===== config.mk =====
export PLATFORM = sky130hd
export DESIGN_NAME = stall_ctrl
export DESIGN_NICKNAME = d
export VERILOG_FILES = /design/src/rtl/stall_pkg.sv /design/src/rtl/stall_prio_enc.sv /design/src/rtl/stall_ctrl.sv
export SDC_FILE = /design/constraint.sdc
export NUM_CORES = 1
export LEC_CHECK = 0
export ABC_AREA = 1
export BUFFER_PORTS_ARGS = -buffer_cell sky130_fd_sc_hd__buf_2
export CORE_MARGIN = 4
export CORE_UTILIZATION = 45
export CTS_BUF_LIST = sky130_fd_sc_hd__clkbuf_4
export DETAILED_ROUTE_END_ITERATION = 7
export GPL_ROUTABILITY_DRIVEN = 0
export HOLD_SLACK_MARGIN = 0.15
export PLACE_DENSITY_LB_ADDON = 0.12
export SLEW_MARGIN = 5
export SYNTH_ARGS = -nofsm -noshare
export SYNTH_HDL_FRONTEND = slang
export SYNTH_SLANG_ARGS = --single-unit

===== constraint.sdc =====
create_clock -name clk -period 3.15 [get_ports clk]
set_clock_uncertainty 0.05 [all_clocks]
set_input_delay 0.63 -clock clk [delete_from_list [all_inputs] [get_ports clk]]
set_output_delay 0.63 -clock clk [all_outputs]
set_load 0.01 [all_outputs]

===== src/rtl/stall_pkg.sv =====
// stall_pkg
// Shared definitions for the pipeline stall controller.
//   stall_state_t    : controller state encoding (RUN, STALL, DRAIN)
//   STALL_CYCLES_W   : width of the saturating stalled-cycle counter
package stall_pkg;

    // Width of the stalled-cycle statistics counter exposed on stall_cycles.
    localparam int STALL_CYCLES_W = 16;

    // RUN   : pipeline flowing, stall_out low
    // STALL : global stall asserted, held for a minimum number of cycles
    // DRAIN : requesters released, stall held until the skid buffer empties
    typedef enum logic [1:0] {
        ST_RUN   = 2'd0,
        ST_STALL = 2'd1,
        ST_DRAIN = 2'd2
    } stall_state_t;

endpackage


===== src/rtl/stall_prio_enc.sv =====
// stall_prio_enc
// Lowest-index-wins one-hot priority encoder.
// Ports:
//   req    [NUM_REQ-1:0] : request vector, any number of bits set
//   onehot [NUM_REQ-1:0] : only the lowest set bit of req; zero when req is zero
module stall_prio_enc #(
    parameter int NUM_REQ = 4
) (
    input  logic [NUM_REQ-1:0] req,
    output logic [NUM_REQ-1:0] onehot
);

    // Two's complement trick: req & -req isolates the lowest set bit.
    assign onehot = req & (~req + NUM_REQ'(1));

endmodule


===== src/rtl/stall_ctrl.sv =====
// stall_ctrl
// Global pipeline stall controller with skid-buffer occupancy tracking.
// Ports:
//   clk          : clock, all state on rising edge
//   reset        : synchronous active-high reset
//   stall_req    : per-source level stall requests
//   in_valid     : upstream presents a beat
//   out_ready    : downstream accepts a beat
//   stall_out    : registered global stall
//   stall_src    : one-hot source that opened the current episode (0 = buffer full)
//   buf_wr_en    : skid buffer write strobe (combinational)
//   buf_rd_en    : skid buffer read strobe (combinational)
//   buf_count    : skid buffer occupancy
//   buf_full     : occupancy equals BUF_DEPTH
//   overflow     : sticky, a beat arrived while the buffer was full and not draining
//   stall_cycles : saturating count of stalled cycles
module stall_ctrl
    import stall_pkg::*;
#(
    parameter int NUM_REQ   = 4,
    parameter int BUF_DEPTH = 4,
    parameter int MIN_STALL = 2
) (
    input  logic                             clk,
    input  logic                             reset,
    input  logic [NUM_REQ-1:0]               stall_req,
    input  logic                             in_valid,
    input  logic                             out_ready,
    output logic                             stall_out,
    output logic [NUM_REQ-1:0]               stall_src,
    output logic                             buf_wr_en,
    output logic                             buf_rd_en,
    output logic [$clog2(BUF_DEPTH+1)-1:0]   buf_count,
    output logic                             buf_full,
    output logic                             overflow,
    output logic [STALL_CYCLES_W-1:0]        stall_cycles
);

    localparam int CNT_W = $clog2(BUF_DEPTH + 1);
    localparam int SC_W  = $clog2(MIN_STALL + 1);

    // The stall counter holds the number of completed STALL cycles, so the
    // current cycle is the MIN_STALL-th one once it reaches MIN_STALL-1.
    localparam logic [SC_W-1:0] SC_LAST = SC_W'(MIN_STALL - 1);
    localparam logic [SC_W-1:0] SC_SAT  = SC_W'(MIN_STALL);

    stall_state_t            state;
    stall_state_t            state_next;
    logic [SC_W-1:0]         stall_cnt;
    logic [CNT_W-1:0]        count_next;
    logic [NUM_REQ-1:0]      prio_onehot;
    logic                    any_req;
    logic                    buf_nonempty;
    logic                    min_met;

    stall_prio_enc #(
        .NUM_REQ (NUM_REQ)
    ) u_prio (
        .req    (stall_req),
        .onehot (prio_onehot)
    );

    assign any_req      = |stall_req;
    assign buf_nonempty = (buf_count != '0);
    assign buf_full     = (buf_count == CNT_W'(BUF_DEPTH));
    assign min_met      = (stall_cnt >= SC_LAST);

    // A beat is parked in the skid buffer whenever it cannot bypass straight
    // to the output: downstream busy, older beats queued, or pipeline stalled.
    assign buf_wr_en = ~reset & in_valid & ~buf_full
                     & (~out_ready | buf_nonempty | stall_out);
    assign buf_rd_en = ~reset & out_ready & buf_nonempty;

    // Occupancy update; strobes already guarantee no overflow or underflow.
    always_comb begin
        count_next = buf_count;
        if (buf_wr_en && !buf_rd_en) begin
            count_next = buf_count + CNT_W'(1);
        end else if (!buf_wr_en && buf_rd_en) begin
            count_next = buf_count - CNT_W'(1);
        end
    end

    // Next-state logic. DRAIN exits on the cycle the last beat is read so
    // the pipeline restarts with an empty buffer.
    always_comb begin
        state_next = state;
        case (state)
            ST_RUN: begin
                if (any_req || buf_full) begin
                    state_next = ST_STALL;
                end
            end
            ST_STALL: begin
                if (!any_req && min_met) begin
                    state_next = buf_nonempty ? ST_DRAIN : ST_RUN;
                end
            end
            ST_DRAIN: begin
                if (any_req) begin
                    state_next = ST_STALL;
                end else if (count_next == '0) begin
                    state_next = ST_RUN;
                end
            end
            default: state_next = ST_RUN;
        endcase
    end

    // State, stall output, episode source and minimum-stall counter.
    // stall_src only changes when a fresh episode opens from RUN; a re-stall
    // out of DRAIN keeps the original source.
    always_ff @(posedge clk) begin
        if (reset) begin
            state     <= ST_RUN;
            stall_out <= 1'b0;
            stall_src <= '0;
            stall_cnt <= '0;
        end else begin
            state     <= state_next;
            stall_out <= (state_next != ST_RUN);
            if (state == ST_RUN && state_next == ST_STALL) begin
                stall_src <= prio_onehot;
            end
            if (state_next == ST_STALL && state != ST_STALL) begin
                stall_cnt <= '0;
            end else if (state == ST_STALL && stall_cnt != SC_SAT) begin
                stall_cnt <= stall_cnt + SC_W'(1);
            end
        end
    end

    // Buffer occupancy, sticky overflow and stalled-cycle statistics.
    always_ff @(posedge clk) begin
        if (reset) begin
            buf_count    <= '0;
            overflow     <= 1'b0;
            stall_cycles <= '0;
        end else begin
            buf_count <= count_next;
            if (in_valid && buf_full && !buf_rd_en) begin
                overflow <= 1'b1;
            end
            if (stall_out && stall_cycles != '1) begin
                stall_cycles <= stall_cycles + STALL_CYCLES_W'(1);
            end
        end
    end

endmodule


* Word level (Yosys, flattened, before mapping)
Cells that the tools add are included.
** Storage, ports and cells
- Register bits after elaboration :: 29
- Input bits :: 8
- Output and inout port bits :: 28
- Word-level logic and storage cells :: 59
** Operators by class
- Add/subtract/negate cells :: 5
- $lt $le $gt $ge :: 1
- Equality and inequality tests :: 7
- Mux-type cells :: 8
- Bitwise gates (word level) :: 12
- Reductions and logical operators :: 19
** Operator list (count)
- $add A16 B1 Y16 const B :: 1
- $ne A16 B16 Y1 const B :: 1
- $mux W2 :: 5
- $logic_and A1 B1 Y1 :: 9
- $mux W3 :: 2
- $pmux W2 S3 :: 1
- $and A1 B1 Y1 :: 5
- $add A4 B1 Y4 const B :: 1
- $and A4 B4 Y4 :: 1
- $eq A2 B1 Y1 const B :: 2
- $not A4 Y4 :: 1
- $reduce_or A4 Y1 :: 1
- $add A3 B1 Y3 const B :: 1
- $eq A3 B3 Y1 const B :: 1
- $logic_not A1 Y1 :: 3
- $logic_not A3 Y1 :: 1
- $not A1 Y1 :: 3
- $reduce_bool A3 Y1 :: 1
- $sub A3 B1 Y3 const B :: 1
- $add A2 B1 Y2 const B :: 1
- $eq A2 B2 Y1 const B :: 1
- $ge A2 B1 Y1 const B :: 1
- $logic_not A2 Y1 :: 1
- $ne A2 B1 Y1 const B :: 1
- 5 further kinds :: 6

* Longest topological paths before layout
Gate-level depths: netlist of the first run.
- Depth in word-level cells :: 15
- Depth in mapped cells :: 16

* By module
Synthesis of the first run repeated with hierarchy kept, for this count alone.
** Second synthesis, totals
- Cell total of the unflattened synthesis :: 251
- Area total of the unflattened synthesis :: 1752.9 µm²
** By module, submodules not included
- stall_ctrl :: times used 1, cells each 242, area an instance 1715.4 µm²
- stall_prio_enc :: times used 1, cells each 9, area an instance 37.5 µm²

* Worst setup path after synthesis of the first run
No wires, ideal clock.
- Path type :: reg2out
- From :: reg buf_count[0]
- To :: out buf_wr_en
- Arrival :: 1.157 ns
- Required time :: 2.470 ns
- Setup slack :: 1.313 ns
- Stages on the path, launching flop included :: 8
- Cell sequence :: dfxtp_1 -> inv_1 -> ha_1 -> nand2_2 -> clkinv_4 -> nor2_4 -> nand2_2 -> inv_1
** Between the ends
- Cells in the longest elaborated chain, start to end :: 4
- Elaborated cells between the ends (all ways) :: 7
- Classes of those cells :: eq/ne (1); bitwise (5); reduce/logical (1)
** Ends and longest elaborated chain
- start: declaration :: line stall_ctrl.sv:33 : output logic [$clog2(BUF_DEPTH+1)-1:0] buf_count,
- start signal: assignment :: line stall_ctrl.sv:140 : buf_count <= count_next;
- $eq A3 B3 Y1 :: line stall_ctrl.sv:65 : assign buf_full = (buf_count == CNT_W'(BUF_DEPTH));
- named net buf_full :: line stall_ctrl.sv:34 : output logic buf_full,
- $not A1 Y1 :: line stall_ctrl.sv:70 : assign buf_wr_en = ~reset & in_valid & ~buf_full
- $and A1 B1 Y1 :: line stall_ctrl.sv:70
- $and A1 B1 Y1 :: line stall_ctrl.sv:71 : & (~out_ready | buf_nonempty | stall_out);
- end: declaration :: line stall_ctrl.sv:31 : output logic buf_wr_en,
The timed path passes the listed nets, and every way through them passes these cells.

* Final worst setup path of the first run
- From :: reg buf_count[0]
- To :: out buf_wr_en
** Between the ends
- Cells in the longest elaborated chain, start to end :: 4
- Elaborated cells between the ends (all ways) :: 7
- Classes of those cells :: eq/ne (1); bitwise (5); reduce/logical (1)
** Ends and longest elaborated chain (line)
- $reduce_bool A3 Y1 / $eq A3 B3 Y1 (equally long branches) :: stall_ctrl.sv:64, stall_ctrl.sv:65
- $or A1 B1 Y1 / $not A1 Y1 (equally long branches) :: stall_ctrl.sv:71, stall_ctrl.sv:70
- $or A1 B1 Y1 / $and A1 B1 Y1 (equally long branches) :: stall_ctrl.sv:71, stall_ctrl.sv:70
- $and A1 B1 Y1 * :: stall_ctrl.sv:71
Mark *: on every way between the ends. The rest lies on a longest branch, timed or not.

==> impl_results.md, run 1 <==
- Status: completed
- Footprint of the multi-input gates: 874.6 um^2
- Clock sinks: 29
- Worst Path Buf+Inv: 4
- All-Layer GR Usage: 0.1651
- Initial Utilization: 0.4795
- Slowest Stage Delay on Critical Path: 370 ps
- Pins Over Slew Limit: 0
- Crit-path max FO: 4
- Pleak: 0.8842 nW
- CTS root buf: clkbuf_4
- Post-synthesis mux area share: 0
- Synth Area in Adders: 0.04549
- Hold Startpoint: stall_src[2]$_SDFFE_PP0P_
- Syn nets: 251
- R2r startpoint: buf_count[0]$_SDFF_PP0_
- Vias in the first global route: 1329
- Tcrit/Tclk final: 0.7144
- Hold buffer count at cts: 0
- Clock buffer count from CTS: 5
- Crit Path Class: reg2out
- Crit path from: buf_count[0]$_SDFF_PP0_
- IO buf count: 35
- DIE WIDTH: 68.56 um
- Endpoint class of the critical path: output port
- Htree depth: 2
- Clock transition at path regs: 80 ps
- IR drop worst, VDD: 182.8 uV
- Die Y-Extent: 68.56 um
- Nets@finish: 289
- Final hold viol count: 0
- Main combinational cell family by area after synthesis: simple AND/OR/NAND/NOR gates
- Reg area: 580.6 um^2
- Synthesized flop and latch total: 29
- PostCTS Resize Cnt: 0
- DIE AREA: 0.004700 mm^2
- Register area share after synthesis: 0.3518
- # diodes: 0
- Pwr/cell area: 443.3 mW/mm^2
- Post-CTS Setup Inserts: 0
- Avg Cell Area, Syn: 6.963 um^2
- 1st-iter DRT viols: 65
- RR Endpoint: stall_out$_SDFF_PP0_
- Via density: 4.807
- Setup TNS: 0 ps
- Measured slew at the worst slew-check pin: 330.4 ps
- CP Capture Point: buf_wr_en
- Slew HR: 0.7797
- Io pins: 36
- Hold Slack: 423.9 ps
- Area Overhead vs Synth: 15.31%
- Filler cell count: 359
- Fin util: 0.5529
- Share of post-route cells with drive strength above 1: 0.2283
- Initial antenna violation count: 0
- Worst reg2reg path depth: 16
- CTS tree: yes
- DP HPWL: 2726 um
- Rows: 21
- Clock latency at the later pin of the worst-skew pair: 330 ps
- Avg WL per Cell: 10.72 um
- Compound-Gate Fraction of Synth Area: 0.1243
- Syn Inst Count: 237
- First-pass GRT wire length: 5802 um
- Largest net degree at the start of global routing: 17
- Clock Path Buffers: 2
- Setup violators final: 0
- Yosys warning count: 0
- Final min period: 2250 ps
- Drt first pass iters: 4
- Slowest CP cell: dfxtp_1
- Critical Path RT: 2470 ps
- Maximum achievable frequency: 0.4444 GHz
- Stages on worst setup path: 8
- Antenna Violating Nets Remaining: 0
- Number of remaining DRC errors: 0
- Final worst slack: 899.7 ps
- Xor/xnor share of the synthesized area: 0.04246
- Hold WC Path Type: reg2reg
- Critical-path cell list: inv_1, ha_1, nand2_2, clkinv_4, nor2_4, nand2_2, inv_1, buf_2
- WL final: 3452 um
- Worst reg2reg setup slack: 1290 ps
- CP arrival: 1570 ps
- Total grt overflow: 0
- Via count: 1548
- Critical Path Source Type: flop
- Core footprint: 0.003442 mm^2
- Netlist cell types: 33
- Max cap viols: 0
- Top Family by Delay on Critical Path: flip-flops
- Simple-Gate Fraction of Synth Area: 0.3177
- RSZ-0062 raised after global routing: no
- Place WS: 954.7 ps
- Synthesized cell area: 0.001650 mm^2
-- cells in the mapped netlist (all sizes together) --
| cell | n | area, um^2 |
|---|---|---|
| a21oi | 21 | 108.9 |
| dfxtp | 29 | 580.6 |
| inv | 38 | 142.6 |
| buf | 3 | 26.27 |
| a31oi | 2 | 12.51 |
| nand2 | 54 | 227.7 |
| nor3b | 1 | 7.510 |
| nor2 | 26 | 105.1 |
| clkbuf | 1 | 3.750 |
| nor3 | 9 | 66.32 |
| xor2 | 5 | 43.79 |
| clkinv | 3 | 22.52 |
| xnor2 | 3 | 26.28 |
| ha | 6 | 75.07 |
| o21ai | 12 | 60.05 |
| o221ai | 1 | 8.760 |
| nand4 | 2 | 12.51 |
| nand3 | 16 | 85.08 |
| nand3b | 1 | 7.510 |
| a211oi | 2 | 15.01 |
| or2 | 2 | 12.52 |
-- area by class of cell --
| class | count | area share |
|---|---|---|
| multi-input combinational | 163 | 0.4596 |
| sequential | 29 | 0.3051 |
| clock inverter | 3 | 0.006575 |
| timing repair buffer | 35 | 0.09204 |
| clock buffer | 5 | 0.01972 |
| tap | 46 | 0.03024 |
| inverter | 41 | 0.08678 |
-- tightest hold or removal path: stages, from the launching register on --
cell	delay (ps)
dfxtp_1	320
nand2_1	60
a21oi_1	60
-- registers in the layout, indices dropped and copies added, names as in the netlist --
name and flops:
buf_count 3, overflow 1, stall_cnt 2, stall_cycles 16
stall_out 1, stall_src 4, state 2
-- worst min-delay path by stage --
stage                     slack [ps]  cells past startpoint                        end
after floorplan                  440                      2  stall_src[2]$_SDFFE_PP0P_
after global placement           410                      2  stall_src[2]$_SDFFE_PP0P_
after detailed placement         410                      2  stall_src[2]$_SDFFE_PP0P_
after CTS                        420                      2  stall_src[2]$_SDFFE_PP0P_
after global routing             460                      2  stall_src[2]$_SDFFE_PP0P_
final                            420                      2  stall_src[2]$_SDFFE_PP0P_
-- layer usage --
| metal | track usage | share of wire |
|---|---|---|
| met5 | 0 | 0 |
| met1 | 0.2277 | 0.51 |
| met3 | 0.05348 | 0.050 |
| met2 | 0.2384 | 0.42 |
| met4 | 0.05955 | 0.015 |
-- cells in the final DEF, fill, tap and decap left out, types with 7 or more instances in the layout --
| master | Yosys | final |
|---|---|---|
| inv_1 | 32 | 32 |
| a21oi_1 | 20 | 20 |
| o21ai_1 | 7 | 7 |
| nand3_1 | 15 | 15 |
| nor2_1 | 25 | 25 |
| buf_2 | 0 | 35 |
| nand2_1 | 48 | 48 |
| dfxtp_1 | 29 | 29 |
-- through the flow --
stage / area, um^2 / cells / power [W]
2_1_floorplan: 1650 / 237 / 0.0005880
3_3_place_gp: 1853 / 314 / 0.0006432
3_5_place_dp: 1853 / 314 / 0.0006458
4_1_cts: 1903 / 322 / 0.0008634
5_1_grt: 1903 / 322 / 0.0009105
6_report: 1903 / 322 / 0.0008436
-- where the power goes --
part	switching, W	total [W]	internal (W)	leakage, nW
combinational	0.000142	0.000226	0.0000842	0.618
clock	0.000129	0.000209	0.0000805	0.0300
sequential	0.0000205	0.000409	0.000388	0.236
total	0.000291	0.000844	0.000553	0.884
-- cells by family (layout without fill, tap and decap cells) --
group / Yosys count / count (layout)
compound gates: 38 / 38
xor+xnor: 8 / 8
fa+ha+maj: 6 / 6
buf+inv: 45 / 84
flops: 29 / 29
simple gates: 111 / 111
(Power assumes the default switching activity.)
==> inputs of run 2 (changes only) <==
clock period = 1.8 ns   (was 3.15 ns; I/O delays follow)
==> run 2 against run 1 <==
  * Flip-flop and latch count unchanged
  * Die area unchanged
  * Sequential share of layout area down 2.1 points
  * Clock-buffer cell count is 1 higher
  * Critical path depth unchanged
  * Routed wire length increased by 5.7%
  * Worst hold slack worse by 180 ps
  * Total power increased by 95%
  * Via count rose by 1.3%
  * Sequential power rose by 75%
  * Final area up 8.0%
  * Register-to-register slack got worse by 1300 ps
  * Critical endpoint unchanged
==> impl_results.md, run 2 (synthesis gave the netlist of run 1 again) <==
- Vias in the first global route: 1353 (+1.8%)
- Measured slew at the worst slew-check pin: 266.2 ps (-64.19 ps)
- CTS tree: yes
- Share of post-route cells with drive strength above 1: 0.3149 (+0.08662)
- Setup TNS: 0 ps (unchanged)
- Top Family by Delay on Critical Path: flip-flops
- Total power: 0.001646 W (+95%)
- Number of remaining DRC errors: 0 (unchanged)
- Top Registers: stall_cycles x16, stall_src x4, buf_count x3
- RSZ-0062 raised after global routing: yes
- Via count: 1568 (+1.3%)
- Avg WL per Cell: 10.89 um (+1.6%)
- DIE AREA: 0.004700 mm^2 (unchanged)
- Non-Filler Instances: 335 (+4.0%)
- Core footprint: 0.003442 mm^2 (unchanged)
- Clock Path Buffers: 2 (unchanged)
- Setup violators final: 0 (unchanged)
- Reg with most FFs: stall_cycles
- First-pass GRT wire length: 5927 um (+2.2%)
- Nets@finish: 303 (+4.8%)
- IR drop worst, VDD: 643.1 uV (+250%)
- Pleak: 0.9615 nW (+8.7%)
- Clock transition at path regs: 90 ps (about the same)
- Commonest non-fill, non-tap cells in the layout: 43 x nand2_1, 35 x buf_2, 29 x inv_1
- Crit Path Class: reg2out
- Clock buffer count from CTS: 5 (unchanged)
- Largest net degree at the start of global routing: 14 (-3)
- Clock sinks: 29 (unchanged)
- Critical Path Source Type: flop
- Final hold viol count: 0 (unchanged)
- # diodes: 0 (unchanged)
- Critical Path RT: 1390 ps (-1080 ps)
- Number of flip-flops in the largest register: 16 (unchanged)
- Slew HR: 0.8212 (+0.04143)
- IO buf count: 35 (unchanged)
- Dpl cells: 321 (+2.2%)
- Pwr/cell area: 801.1 mW/mm^2 (+81%)
- Fin util: 0.5969 (+0.04398)
- Max cap viols: 0 (unchanged)
- Initial Utilization: 0.4795 (unchanged)
- Initial antenna violation count: 0 (unchanged)
- Total grt overflow: 0 (unchanged)
- Status: completed
- Crit-path max FO: 3 (-1)
- Via density: 4.681 (-2.6%)
- Clock latency at the later pin of the worst-skew pair: 310 ps (-20 ps)
- Io pins: 36 (unchanged)
- Slowest CP cell: dfxtp_2
- DIE WIDTH: 68.56 um (unchanged)
- WL final: 3648 um (+5.7%)
- Pins Over Slew Limit: 0 (unchanged)
- Final min period: 1772 ps
- DP HPWL: 2815 um (+3.3%)
- Maximum achievable frequency: 0.5645 GHz
- Critical-path cell list: inv_4, ha_4, nand2_4, clkinv_4, nor2_4, nand2_2, inv_1, buf_2
- Drt first pass iters: 4 (unchanged)
- Area Overhead vs Synth: 24.49%
- Tcrit/Tclk final: 0.9842
- Die Y-Extent: 68.56 um (unchanged)
- Slowest Stage Delay on Critical Path: 360 ps (about the same)
- All-Layer GR Usage: 0.1685 (+0.003334)
- Hold WC Path Type: in2reg
- Antenna Violating Nets Remaining: 0 (unchanged)
- CTS root buf: clkbuf_4
- Most common library cell in the layout ignoring fill and taps: nand2_1
- Rows: 21 (unchanged)
- Htree depth: 2 (unchanged)
- 1st-iter DRT viols: 84 (+29%)
- CP arrival: 1360 ps (-210 ps)
- Worst Path Buf+Inv: 4 (unchanged)
- Endpoint class of the critical path: output port
## run 2: cell types whose count changed in the layout (fill, tap and decap cells not counted), moves of 2 or more
cell / delta
buf_4: +13
nand2_1: -5
nand2_2: +4
dfxtp_1: -3
dfxtp_2: +3
inv_1: -3
inv_2: +2
## run 2: cell type report
cell class              count  area (um^2)
clock buffers               6        45.04
clock inverters             1        3.754
fillers                   338         1388
inverters                  41        167.7
multi-input cells         163        912.1
flip-flops and latches     29        584.3
well taps                  46        57.56
repair buffers             49        284.0
## run 2: through the flow
step	hold WS (ps)	area (um^2)	setup slack [ps]
finish	239.4	2054	28.45
global route	239.4	2054	-91.60
CTS	228.4	1992	2.610
detailed placement	416.1	1906	23.88
global placement	411.9	1906	73.88
floorplan	436.2	1650	30.94
## run 2: worst reg2reg max path, stage by stage (launching register included)
cell	delay (ps)
dfxtp_2	360
inv_4	50
ha_4	170
nand2_4	80
clkinv_4	50
nor2_4	90
nand2_2	70
buf_6	120
nand2_4	90
nand2_2	60
nand2_2	70
nand2_1	50
nor2_1	100
nand2_1	60
nand2_1	50
nand2_1	50
nand2_2	60
nand2_1	40
## run 2: path summary, 6_finish.rpt
path | end | startpoint | slack [ps] | cells after the start
min reg2reg | stall_src[2]$_SDFFE_PP0P_ | stall_src[2]$_SDFFE_PP0P_ | 430 | 2
min | overflow$_SDFFE_PP0P_ | reset | 240 | 2
max | buf_wr_en | buf_count[0]$_SDFF_PP0_ | 30 | 8
max reg2reg | stall_out$_SDFF_PP0_ | buf_count[0]$_SDFF_PP0_ | 40 | 17
## run 2: routing by layer
metal / routed length [um] / global-route usage / share of wire
met1: 1830 / 0.2423 / 0.50
met2: 1583 / 0.2360 / 0.43
met3: 195 / 0.04376 / 0.053
met4: 39 / 0.06700 / 0.011
met5: 0 / 0 / 0
## run 2: report_power, final
part | internal (W) | switching [W]
Sequential | 0.000683 | 0.0000321
Clock | 0.000157 | 0.000206
Combinational | 0.000255 | 0.000314
Total | 0.00109 | 0.000552
## run 2: timing repair
| item | 4_1_cts | 5_1_grt |
|---|---|---|
| gates resized for setup | 6 | 12 |
| endpoints found under the setup margin | 2 | 3 |
| buffers inserted | 3 | 4 |
| hold buffers | 0 | 0 |
| pin swaps | 3 | 9 |
